**config.mk**
```make
export PLATFORM = sky130hd
export DESIGN_NAME = alu_share_ctrl
export DESIGN_NICKNAME = d
export VERILOG_FILES = /design/src/rtl/alu_share_ctrl.sv
export SDC_FILE = /design/constraint.sdc
export NUM_CORES = 1
export LEC_CHECK = 0
export BUFFER_PORTS_ARGS = -buffer_cell sky130_fd_sc_hd__buf_2
export CAP_MARGIN = 25
export CORE_ASPECT_RATIO = 0.6
export CORE_UTILIZATION = 53
export CTS_CLUSTER_SIZE = 10
export DETAILED_ROUTE_END_ITERATION = 16
export PLACE_DENSITY = 0.91
export REMOVE_ABC_BUFFERS = 1
export SYNTH_ARGS = -nofsm -noshare
export SYNTH_HDL_FRONTEND = slang
export SYNTH_SLANG_ARGS = --single-unit
```
**constraint.sdc**
```tcl
create_clock -name clk_2 -period 3 [get_ports clk_2]
set_input_delay 0.15 -clock clk_2 [delete_from_list [all_inputs] [get_ports clk_2]]
set_output_delay 0.15 -clock clk_2 [all_outputs]
set_load 0.005 [all_outputs]
```
**src/rtl/alu_share_ctrl.sv**
```systemverilog
// Round-robin scheduler that shares one small signed ALU between two requesters.
// Optional per-requester completion counters are built when ALU_SHARE_STATS_EN is defined.
module alu_share_ctrl #(
    parameter int NBITS       = 3,
    parameter int EXEC_CYCLES = 1
) (
    input  logic             clk_2,
    input  logic             reset,
    input  logic [1:0]       req,
    input  logic [NBITS-1:0] a0,
    input  logic [NBITS-1:0] b0,
    input  logic [1:0]       op0,
    input  logic [NBITS-1:0] a1,
    input  logic [NBITS-1:0] b1,
    input  logic [1:0]       op1,
    output logic [1:0]       gnt,
    output logic [1:0]       done,
    output logic             busy,
    output logic [NBITS-1:0] result,
    output logic             ovf,
    output logic [7:0]       seg,
    output logic [7:0]       count0,
    output logic [7:0]       count1
);

    // state  | meaning
    // S_IDLE | waiting for a request, arbitration happens at the edge
    // S_EXEC | ALU running on latched operands, exec counter counting down
    // S_DONE | done pulse to the winner, requests not sampled
    typedef enum logic [1:0] {
        S_IDLE = 2'd0,
        S_EXEC = 2'd1,
        S_DONE = 2'd2
    } state_t;

    localparam logic [3:0] EXEC_LOAD = 4'(EXEC_CYCLES - 1);

    state_t           r_state;
    state_t           w_next;
    logic             r_last;
    logic             r_win;
    logic             r_gnt;
    logic [3:0]       r_cnt;
    logic [NBITS-1:0] r_a;
    logic [NBITS-1:0] r_b;
    logic [1:0]       r_op;
    logic [NBITS-1:0] r_result;
    logic             r_ovf;

    logic             w_start;
    logic             w_win;
    logic             w_finish;
    logic [NBITS-1:0] w_alu;
    logic             w_alu_ovf;
    logic [1:0]       w_win_oh;

    // Tie goes to the requester that did not win last time.
    assign w_win    = (req == 2'b11) ? ~r_last : req[1];
    assign w_start  = (r_state == S_IDLE) && (req != 2'b00);
    assign w_finish = (r_state == S_EXEC) && (r_cnt == 4'd0);
    assign w_win_oh = r_win ? 2'b10 : 2'b01;

    always_ff @(posedge clk_2) begin
        if (reset) begin
            r_state <= S_IDLE;
        end else begin
            r_state <= w_next;
        end
    end

    always_comb begin
        w_next = r_state;
        case (r_state)
            S_IDLE:  if (req != 2'b00) w_next = S_EXEC;
            S_EXEC:  if (r_cnt == 4'd0) w_next = S_DONE;
            S_DONE:  w_next = S_IDLE;
            default: w_next = S_IDLE;
        endcase
    end

    always_comb begin
        w_alu     = '0;
        w_alu_ovf = 1'b0;
        case (r_op)
            2'b00: begin
                w_alu     = r_a + r_b;
                w_alu_ovf = (r_a[NBITS-1] == r_b[NBITS-1]) && (w_alu[NBITS-1] != r_a[NBITS-1]);
            end
            2'b01: begin
                w_alu     = r_a - r_b;
                w_alu_ovf = (r_a[NBITS-1] != r_b[NBITS-1]) && (w_alu[NBITS-1] != r_a[NBITS-1]);
            end
            2'b10:   w_alu = r_a & r_b;
            default: w_alu = r_a | r_b;
        endcase
    end

    always_ff @(posedge clk_2) begin
        if (reset) begin
            r_last   <= 1'b1;
            r_win    <= 1'b0;
            r_gnt    <= 1'b0;
            r_cnt    <= 4'd0;
            r_a      <= '0;
            r_b      <= '0;
            r_op     <= 2'b00;
            r_result <= '0;
            r_ovf    <= 1'b0;
        end else begin
            r_gnt <= w_start;
            if (w_start) begin
                r_win  <= w_win;
                r_last <= w_win;
                r_cnt  <= EXEC_LOAD;
                r_a    <= w_win ? a1 : a0;
                r_b    <= w_win ? b1 : b0;
                r_op   <= w_win ? op1 : op0;
            end else if ((r_state == S_EXEC) && (r_cnt != 4'd0)) begin
                r_cnt <= r_cnt - 4'd1;
            end
            if (w_finish) begin
                r_result <= w_alu;
                r_ovf    <= w_alu_ovf;
            end
        end
    end

    assign gnt    = r_gnt ? w_win_oh : 2'b00;
    assign done   = (r_state == S_DONE) ? w_win_oh : 2'b00;
    assign busy   = (r_state != S_IDLE);
    assign result = r_result;
    assign ovf    = r_ovf;

    // Bit 7 is the minus dot; negative values show their magnitude.
    generate
        if (NBITS == 3) begin : g_seg
            always_comb begin
                seg = 8'h00;
                case (r_result)
                    3'b000:  seg = 8'h3F;
                    3'b001:  seg = 8'h06;
                    3'b010:  seg = 8'h5B;
                    3'b011:  seg = 8'h4F;
                    3'b100:  seg = 8'hE6;
                    3'b101:  seg = 8'hCF;
                    3'b110:  seg = 8'hDB;
                    default: seg = 8'h86;
                endcase
            end
        end else begin : g_no_seg
            assign seg = 8'h00;
        end
    endgenerate

`ifdef ALU_SHARE_STATS_EN
    logic [7:0] r_count0;
    logic [7:0] r_count1;

    always_ff @(posedge clk_2) begin
        if (reset) begin
            r_count0 <= 8'h00;
            r_count1 <= 8'h00;
        end else if (w_finish) begin
            if (r_win) r_count1 <= r_count1 + 8'h01;
            else       r_count0 <= r_count0 + 8'h01;
        end
    end

    assign count0 = r_count0;
    assign count1 = r_count1;
`else
    assign count0 = 8'h00;
    assign count1 = 8'h00;
`endif

endmodule

```
# Word level (Yosys, flattened, before mapping)
# Index checks and enable logic that the tools add are counted.
[word_totals]
inputBits = 20
output_inout_bits = 33
word_cells = 60
ff_bits = 21
[op_classes]
n_eq_ne = 17
add_sub_neg = 3
n_mux = 13
reduce_logical = 14
bitwise = 3
[op_table]
columns = ["cell", "n"]
rows = [
  ["8-bit case mux with 7 select lines", 1],
  ["2-bit 2-to-1 mux", 6],
  ["3-bit == test, second input constant", 3],
  ["3-bit case mux with 3 select lines", 1],
  ["2-bit == test, second input constant", 3],
  ["3-bit by 2-bit == test with 1-bit output, second input constant", 2],
  ["3-bit 2-to-1 mux", 2],
  ["1-bit logical AND", 5],
  ["2-bit by 1-bit == test with 1-bit output, second input constant", 2],
  ["2-bit zero test", 2],
  ["4-bit zero test", 1],
  ["2-bit case mux with 2 select lines", 1],
  ["2-bit nonzero test", 2],
  ["4-bit nonzero test", 1],
  ["4-bit by 1-bit subtractor with 4-bit output, second input constant", 1],
  ["3-bit adder", 1],
  ["3-bit AND", 1],
  ["3-bit by 1-bit == test with 1-bit output, second input constant", 1],
  ["3-bit zero test", 1],
  ["1-bit inequality test", 3],
  ["3-bit bitwise OR", 1],
  ["3-bit subtractor", 1],
  ["2-bit by 1-bit inequality test with 1-bit output, second input constant", 1],
  ["2-bit inequality test, second input constant", 1],
  ["other kinds (6)", 6],
]

# Logic depth before layout (Yosys ltp)
# Gate-level depths: netlist (run 1).
[logic_depth]
word_depth = 4
ltp_mapped = 6
depth_no_buf = 6

# Least setup slack after synthesis (run 1)
# Ideal clock, no wire load.
[synth_timing]
kind = "register to register"
from = "register r_a[0]"
to = "register r_result[1] (netlist: result[1])"
slack_ns = 1.305
stages_incl_launch_ff = 6
arrival_time_ns = 1.609
setup_time_ns = 0.086
required_time_ns = 2.914
period_less_slack_ns = 1.695
n_path_buf = 0
cell_sequence = "dfxtp_1 -> ha_1 -> fa_1 -> inv_1 -> mux4_2 -> a211oi_1"
[synth_between]
elab_chain_len = 2
elab_cells_between_ends = 3
cone_classes = "2 x add/sub; 1 x mux"
[synth_rtl]
columns = ["item", "line", "rtl"]
rows = [
  ["from (decl)", "44", "logic [NBITS-1:0] r_a;"],
  ["from (signal assigned)", "115", "r_a <= w_win ? a1 : a0;"],
  ["3-bit subtractor or 3-bit adder (tied branches)", "90, 86", ""],
  ["3-bit case mux with 3 select lines *", "84", "case (r_op)"],
  ["to (signal assigned)", "122", "r_result <= w_alu;"],
  ["to (decl)", "47", "logic [NBITS-1:0] r_result;"],
]
# Mark *: on every way between the ends. The rest lies on a longest branch, timed or not.
# A chain may end at the register's enable or synchronous reset.

# Worst setup path in the final report (run 1)
# Same ends and word-level chain as after synthesis.

==> results.yml, run 1 <==
timing:
  tns_ns: 0
  timing.fmax_ghz: 0.557
  finalSetupViolations: 0
  fin_crit_ns: 1.80
  slew_headroom: 0.437
  finClkSkew_ns: 0.00290
  rsz0062_at_grt: "false"
  fin_crit_sh: 0.599
  drv_slew: 0
  finalHoldViolCount: 0
  worstMarginPinSlew_ns: 0.842
outcome:
  status: "finished clean"
worst_setup_path:
  required_ns: 3.18
  slowest_delay_ns: 0.45
  crit_path_cell_trace: "inv_1, ha_1, fa_1, mux4_2, a211oi_1"
  start_kind: "flop"
  path_max_fanout: 3
  end_kind: "flop"
  arrival_ns: 1.98
  crit_type: "reg2reg"
  crit_slowest_cell: "mux4_2"
clocking:
  cts_buffers: 3
  clk_latency_ns: 0.26
  clk_path_buf_depth: 2
  cts_tree: "yes"
  cts.sinks: 21
  cts_root_buf: "clkbuf_8"
  post_cts_resized: 0
  cts.clk_slew.worst_paths_ns: 0.08
  cts_hold_buf: 0
  post_cts_buffers: 0
  htree_levels: 1
pwr:
  power_density_nw_per_um2: 443
  p_leak_nw: 0.714
  ir_drop_v: 0.000201
yosys:
  synthMostInstantiatedCell: "dfxtp_1"
  syn-instance-count: 163
  netlist-cell-type-count: 42
  synth_common_cells: "dfxtp_1, buf_4, inv_1, a211oi_1, a21oi_1"
  yosys-top-cells-area: "dfxtp_1, buf_4, ha_1, a221o_1, a211oi_1"
  avgSynthCellArea_um2: 8.69
  synth_area_leader_cell: "dfxtp_1"
  synth_area_um2: 1420
  synth_seq_area_share: 0.297
  synth-seq-cells: 21
  synth_top_area_frac: 0.297
  synth_warnings: 0
  synth_edf_count: 0
  synth_ff_type: "dfxtp_1"
  synthArstFlopShare: 0
die:
  num_io_pins: 53
  rows: 14
  die_y_um: 42.0
  initial_utilization: 0.562
  die_area_um2: 2890
  fp.coreArea_um2: 2520
  die_w_um: 68.7
drt:
  first_iter_violations: 50
  drt-total-wl_um: 2700
  detail_route.vias_per_cell: 5.26
  route.detailed.drc: 0
  vias: 1162
  ant_nets: 0
  dr.pass1.iters: 4
  wire_per_inst_um: 12.2
global_route:
  antenna_found_initial: 0
  grtUsageTotal: 0.197
  grt_first_pass_wirelength_um: 4170
  grt_pass1_vias: 961
  grt-ovfl-total: 0
  grt_max_degree: 20
run:
  maxCapViolCount: 0
worst_hold_path:
  min_path_type: "in2reg"
layout:
  syn_to_final_growth_pct: 9.45
  utilization: 0.615
  antenna_cells: 0
  fillCellCount: 232
  drive_gt1_frac: 0.222
  layout.nets: 220
place:
  post-dp-hpwl_um: 2100
  io_buffers: 35
  gp_congestion: 0.778
[cells in the final DEF, fill, tap and decap left out, drive strengths merged, types with 3 or more instances in the layout]
master and count:
a211oi 10, a21oi 10, a221o 8, buf 35, clkbuf 3, conb 17
dfxtp 21, ha 8, inv 17, nand2 3, nand2b 3, nand3 3
nor2 7, nor2b 5, nor3b 3, o21ai 4
[state kept, by name, indices dropped and copies added (netlist names), 2 cells and up]
signal,count
r_cnt,4
r_a,3
r_b,3
result,3
r_op,2
r_state,2
[critical path: cells and delay by family, from the launching register on]
family	cells	cell delay, ns
multiplexers	1	0.45
flip-flops	1	0.34
buffers and inverters	1	0.08
AO/OA/AOI/OAI	1	0.20
adder cells (fa/ha/maj)	2	0.65
[stage by stage]
stage	total power [mW]	cells	setup slack, ns	area (µm²)	hold slack, ns
CTS	0.691	221	1.20	1550	0.101
floorplan	0.441	150	1.31	1290	0.222
global placement	0.500	217	1.28	1500	0.375
detailed placement	0.508	217	1.21	1500	0.376
global route	0.727	221	1.13	1550	0.102
finish	0.687	221	1.20	1550	0.108
[layout make-up]
| cell class | count | area, µm² | area share |
|---|---|---|---|
| repair buffers | 35 | 175 | 0.113 |
| flip-flops and latches | 21 | 420 | 0.271 |
| clock inverters | 1 | 5.00 | 0.00323 |
| clock buffers | 3 | 41.3 | 0.0266 |
| multi-input cells | 112 | 805 | 0.519 |
| inverters | 17 | 63.8 | 0.0412 |
| well taps | 32 | 40.0 | 0.0258 |
[kinds of logic (layout without fill, tap and decap cells)]
logic type	after synthesis	after routing	share of synthesized area
AO/OA/AOI/OAI	43	43	0.224
XOR/XNOR	1	1	0.00618
adder cells (fa/ha/maj)	10	10	0.0989
buffers and inverters	45	56	0.175
flip-flops	21	21	0.297
multiplexers	3	3	0.0300
other	2	17	0.00530
AND/OR/NAND/NOR	38	38	0.164
[where the power goes]
group	internal (mW)	switching [mW]	total [mW]
clock	0.0925	0.0917	0.184
sequential	0.301	0.0289	0.330
combinational	0.0826	0.0894	0.172
[final timing paths]
check	from	end	slack, ns	cells past startpoint
hold reg to reg	r_last$_SDFFE_PP1P_	r_last$_SDFFE_PP1P_	0.46	2
setup reg to reg	r_a[0]$_SDFFE_PP0P_	result[1]$_SDFFE_PP0P_	1.20	5
hold / removal	op1[0]	r_op[0]$_SDFFE_PP0P_	0.11	2
setup / recovery	r_a[0]$_SDFFE_PP0P_	result[1]$_SDFFE_PP0P_	1.20	5
[routing by layer]
| layer | wire, µm | up-vias | GRT usage |
|---|---|---|---|
| met5 | 0 | - | 0 |
| met4 | 8 | 0 | 0.0490 |
| met3 | 191 | 2 | 0.0707 |
| met2 | 1110 | 50 | 0.290 |
| met1 | 1390 | 518 | 0.272 |
| li1 | - | 592 | - |
No activity file was read; power rests on OpenSTA's default activity.
==> inputs of run 2 (changes only) <==
--- a/config.mk
+++ b/config.mk
@@ -8,10 +8,10 @@
 export BUFFER_PORTS_ARGS = -buffer_cell sky130_fd_sc_hd__buf_2
 export CAP_MARGIN = 25
 export CORE_ASPECT_RATIO = 0.6
-export CORE_UTILIZATION = 53
+export CORE_UTILIZATION = 44
 export CTS_CLUSTER_SIZE = 10
 export DETAILED_ROUTE_END_ITERATION = 16
-export PLACE_DENSITY = 0.91
+export PLACE_DENSITY = 0.82
 export REMOVE_ABC_BUFFERS = 1
 export SYNTH_ARGS = -nofsm -noshare
 export SYNTH_HDL_FRONTEND = slang
==> constraint.sdc (replaced) <==
create_clock -name clk_2 -period 1.4 [get_ports clk_2]
set_input_delay 0.07 -clock clk_2 [delete_from_list [all_inputs] [get_ports clk_2]]
set_output_delay 0.07 -clock clk_2 [all_outputs]
set_load 0.005 [all_outputs]
==> run 2 against run 1 <==
Effect of this change:
- the run now ends with setup timing left
- die area increased by 20%
- power increased by 130%
- worst setup slack got worse by 1.6 ns
- sequential power grew 110%
- via count up 5.1%
- worst hold slack worse by 0.088 ns
- clock skew grew 0.0020 ns
- sequential cell count is the same
- count of clock-buffer cells in the layout is the same
- critical path type unchanged
- largest cell class unchanged
- largest power group unchanged
==> results.yml, run 2 (synthesis results as in run 1) <==
worst_setup_path:
  path_max_fanout: 3
  crit_cells: 5
  required_ns: 1.59
  crit_path_cell_trace: "ha_2, fa_1, inv_1, mux4_2, a211oi_2"
  crit_type: "reg2reg"
  r2r.worst_path.cells: 5
  cp_top_family: "adder cells"
  end_kind: "flop"
  start_kind: "flop"
  slowest_delay_ns: 0.49
  worst-path-buf-inv: 1
  crit_slowest_cell: "fa_1"
  arrival_ns: 1.95
clocking:
  cts.clk_slew.worst_paths_ns: 0.08
  clk_latency_ns: 0.27
  clk_path_buf_depth: 2
  cts_buffers: 3
  cts.sinks: 21
  cts_root_buf: "clkbuf_8"
  cts_tree: "yes"
  cts_hold_buf: 0
  htree_levels: 1
timing:
  drv_slew: 0
  finalSetupViolations: 3
  fin_crit_ns: 1.76
  rsz0062_at_grt: "true"
  timing.fmax_ghz: 0.568
  setup_ws_ns: -0.360
  finalHoldViolCount: 0
  fin_crit_sh: 1.26
  finClkSkew_ns: 0.00488
die:
  die_y_um: 46.0
  die_w_um: 75.2
  rows: 15
  initial_utilization: 0.478
  num_io_pins: 53
  fp.coreArea_um2: 2970
  die_area_um2: 3460
drt:
  detail_route.vias_per_cell: 4.98
  ant_nets: 0
  wire_per_inst_um: 11.8
  dr.pass1.iters: 4
  first_iter_violations: 98
  drt-total-wl_um: 2900
  vias: 1221
  route.detailed.drc: 0
outcome:
  status: "finished, violations left"
  violations: "setup timing"
pwr:
  p_leak_nw: 0.787
  ir_drop_v: 0.000577
  power_density_nw_per_um2: 905
  finalPower_mw: 1.55
global_route:
  grt_first_pass_wirelength_um: 4510
  grtUsageTotal: 0.180
  grt_pass1_vias: 977
  grt_max_degree: 19
  grt-ovfl-total: 0
  antenna_found_initial: 0
layout:
  antenna_cells: 0
  largest_register_ff_count: 4
  layout_common_cells: "buf_2, conb_1, dfxtp_1"
  syn_to_final_growth_pct: 21.1
  final_common_cell: "buf_2"
  largest_register: "r_cnt"
  utilization: 0.578
  drive_gt1_frac: 0.345
  layout.nets: 234
place:
  io_buffers: 35
  post-dp-hpwl_um: 2240
  gp_congestion: 0.817
worst_hold_path:
  min_path_type: "in2reg"
  hold_depth: 2
run:
  maxCapViolCount: 0
## run 2: changes by cell type in the layout (fill, tap and decap cells not counted), moves of 2 or more
cell and delta:
ha_1 -2, and3_2 +2, dfxtp_2 +4, inv_1 -2, inv_2 +2, and3_1 -2
buf_4 +13, dfxtp_1 -4
## run 2: worst paths after layout
check / start / endpoint / slack (ns)
worst max register to register: r_b[0]$_SDFFE_PP0P_ / result[1]$_SDFFE_PP0P_ / -0.36
worst max-delay path: r_b[0]$_SDFFE_PP0P_ / result[1]$_SDFFE_PP0P_ / -0.36
worst min register to register: r_last$_SDFFE_PP1P_ / r_last$_SDFFE_PP1P_ / 0.46
worst min-delay path: b1[1] / r_b[1]$_SDFFE_PP0P_ / 0.02
## run 2: timing repair
action | CTS | global route
pin swaps | 2 | 1
gates resized for setup | 10 | 8
buffers inserted | 0 | 1
endpoints found under the setup margin | 8 | 17
## run 2: area by class of cell
cell class	instances	area [µm²]
clock inverters	1	5.00
repair buffers	49	284
well taps	42	52.6
fillers	286	1250
inverters	17	63.8
clock buffers	3	41.3
multi-input cells	112	843
flip-flops and latches	21	425
## run 2: power by group
| group | switching [mW] | internal [mW] |
|---|---|---|
| logic | 0.215 | 0.219 |
| clock network | 0.214 | 0.199 |
| registers | 0.0584 | 0.647 |
| total | 0.488 | 1.07 |
## run 2: through the flow
stage / setup WS [ns] / hold WS, ns / cell area [µm²] / instances / setup TNS (ns)
after floorplan: -0.295 / 0.142 / 1290 / 150 / -0.522
after global placement: -0.326 / 0.298 / 1610 / 240 / -0.874
after detailed placement: -0.381 / 0.298 / 1610 / 240 / -0.929
after CTS: -0.347 / 0.0193 / 1680 / 244 / -0.743
after global routing: -0.420 / 0.0161 / 1720 / 245 / -1.02
final: -0.360 / 0.0206 / 1720 / 245 / -0.625
## run 2: worst register-to-register path, delay by kind of cell (launching register included)
kind	cells	cell delay, ns
fa+ha+maj	2	0.67
mux	1	0.45
flops	1	0.34
compound gates	1	0.19
buf+inv	1	0.04
## run 2: per-layer routing
metal  vias to the layer above  GRT usage  share of wire  routed length (µm)
met5                         -          0              0                   0
met4                         0     0.0222         0.0034                  10
met3                         2     0.0553          0.076                 220
met2                        47      0.286           0.42                1210
met1                       551      0.248           0.50                1460
li1                        621          -              -                   -
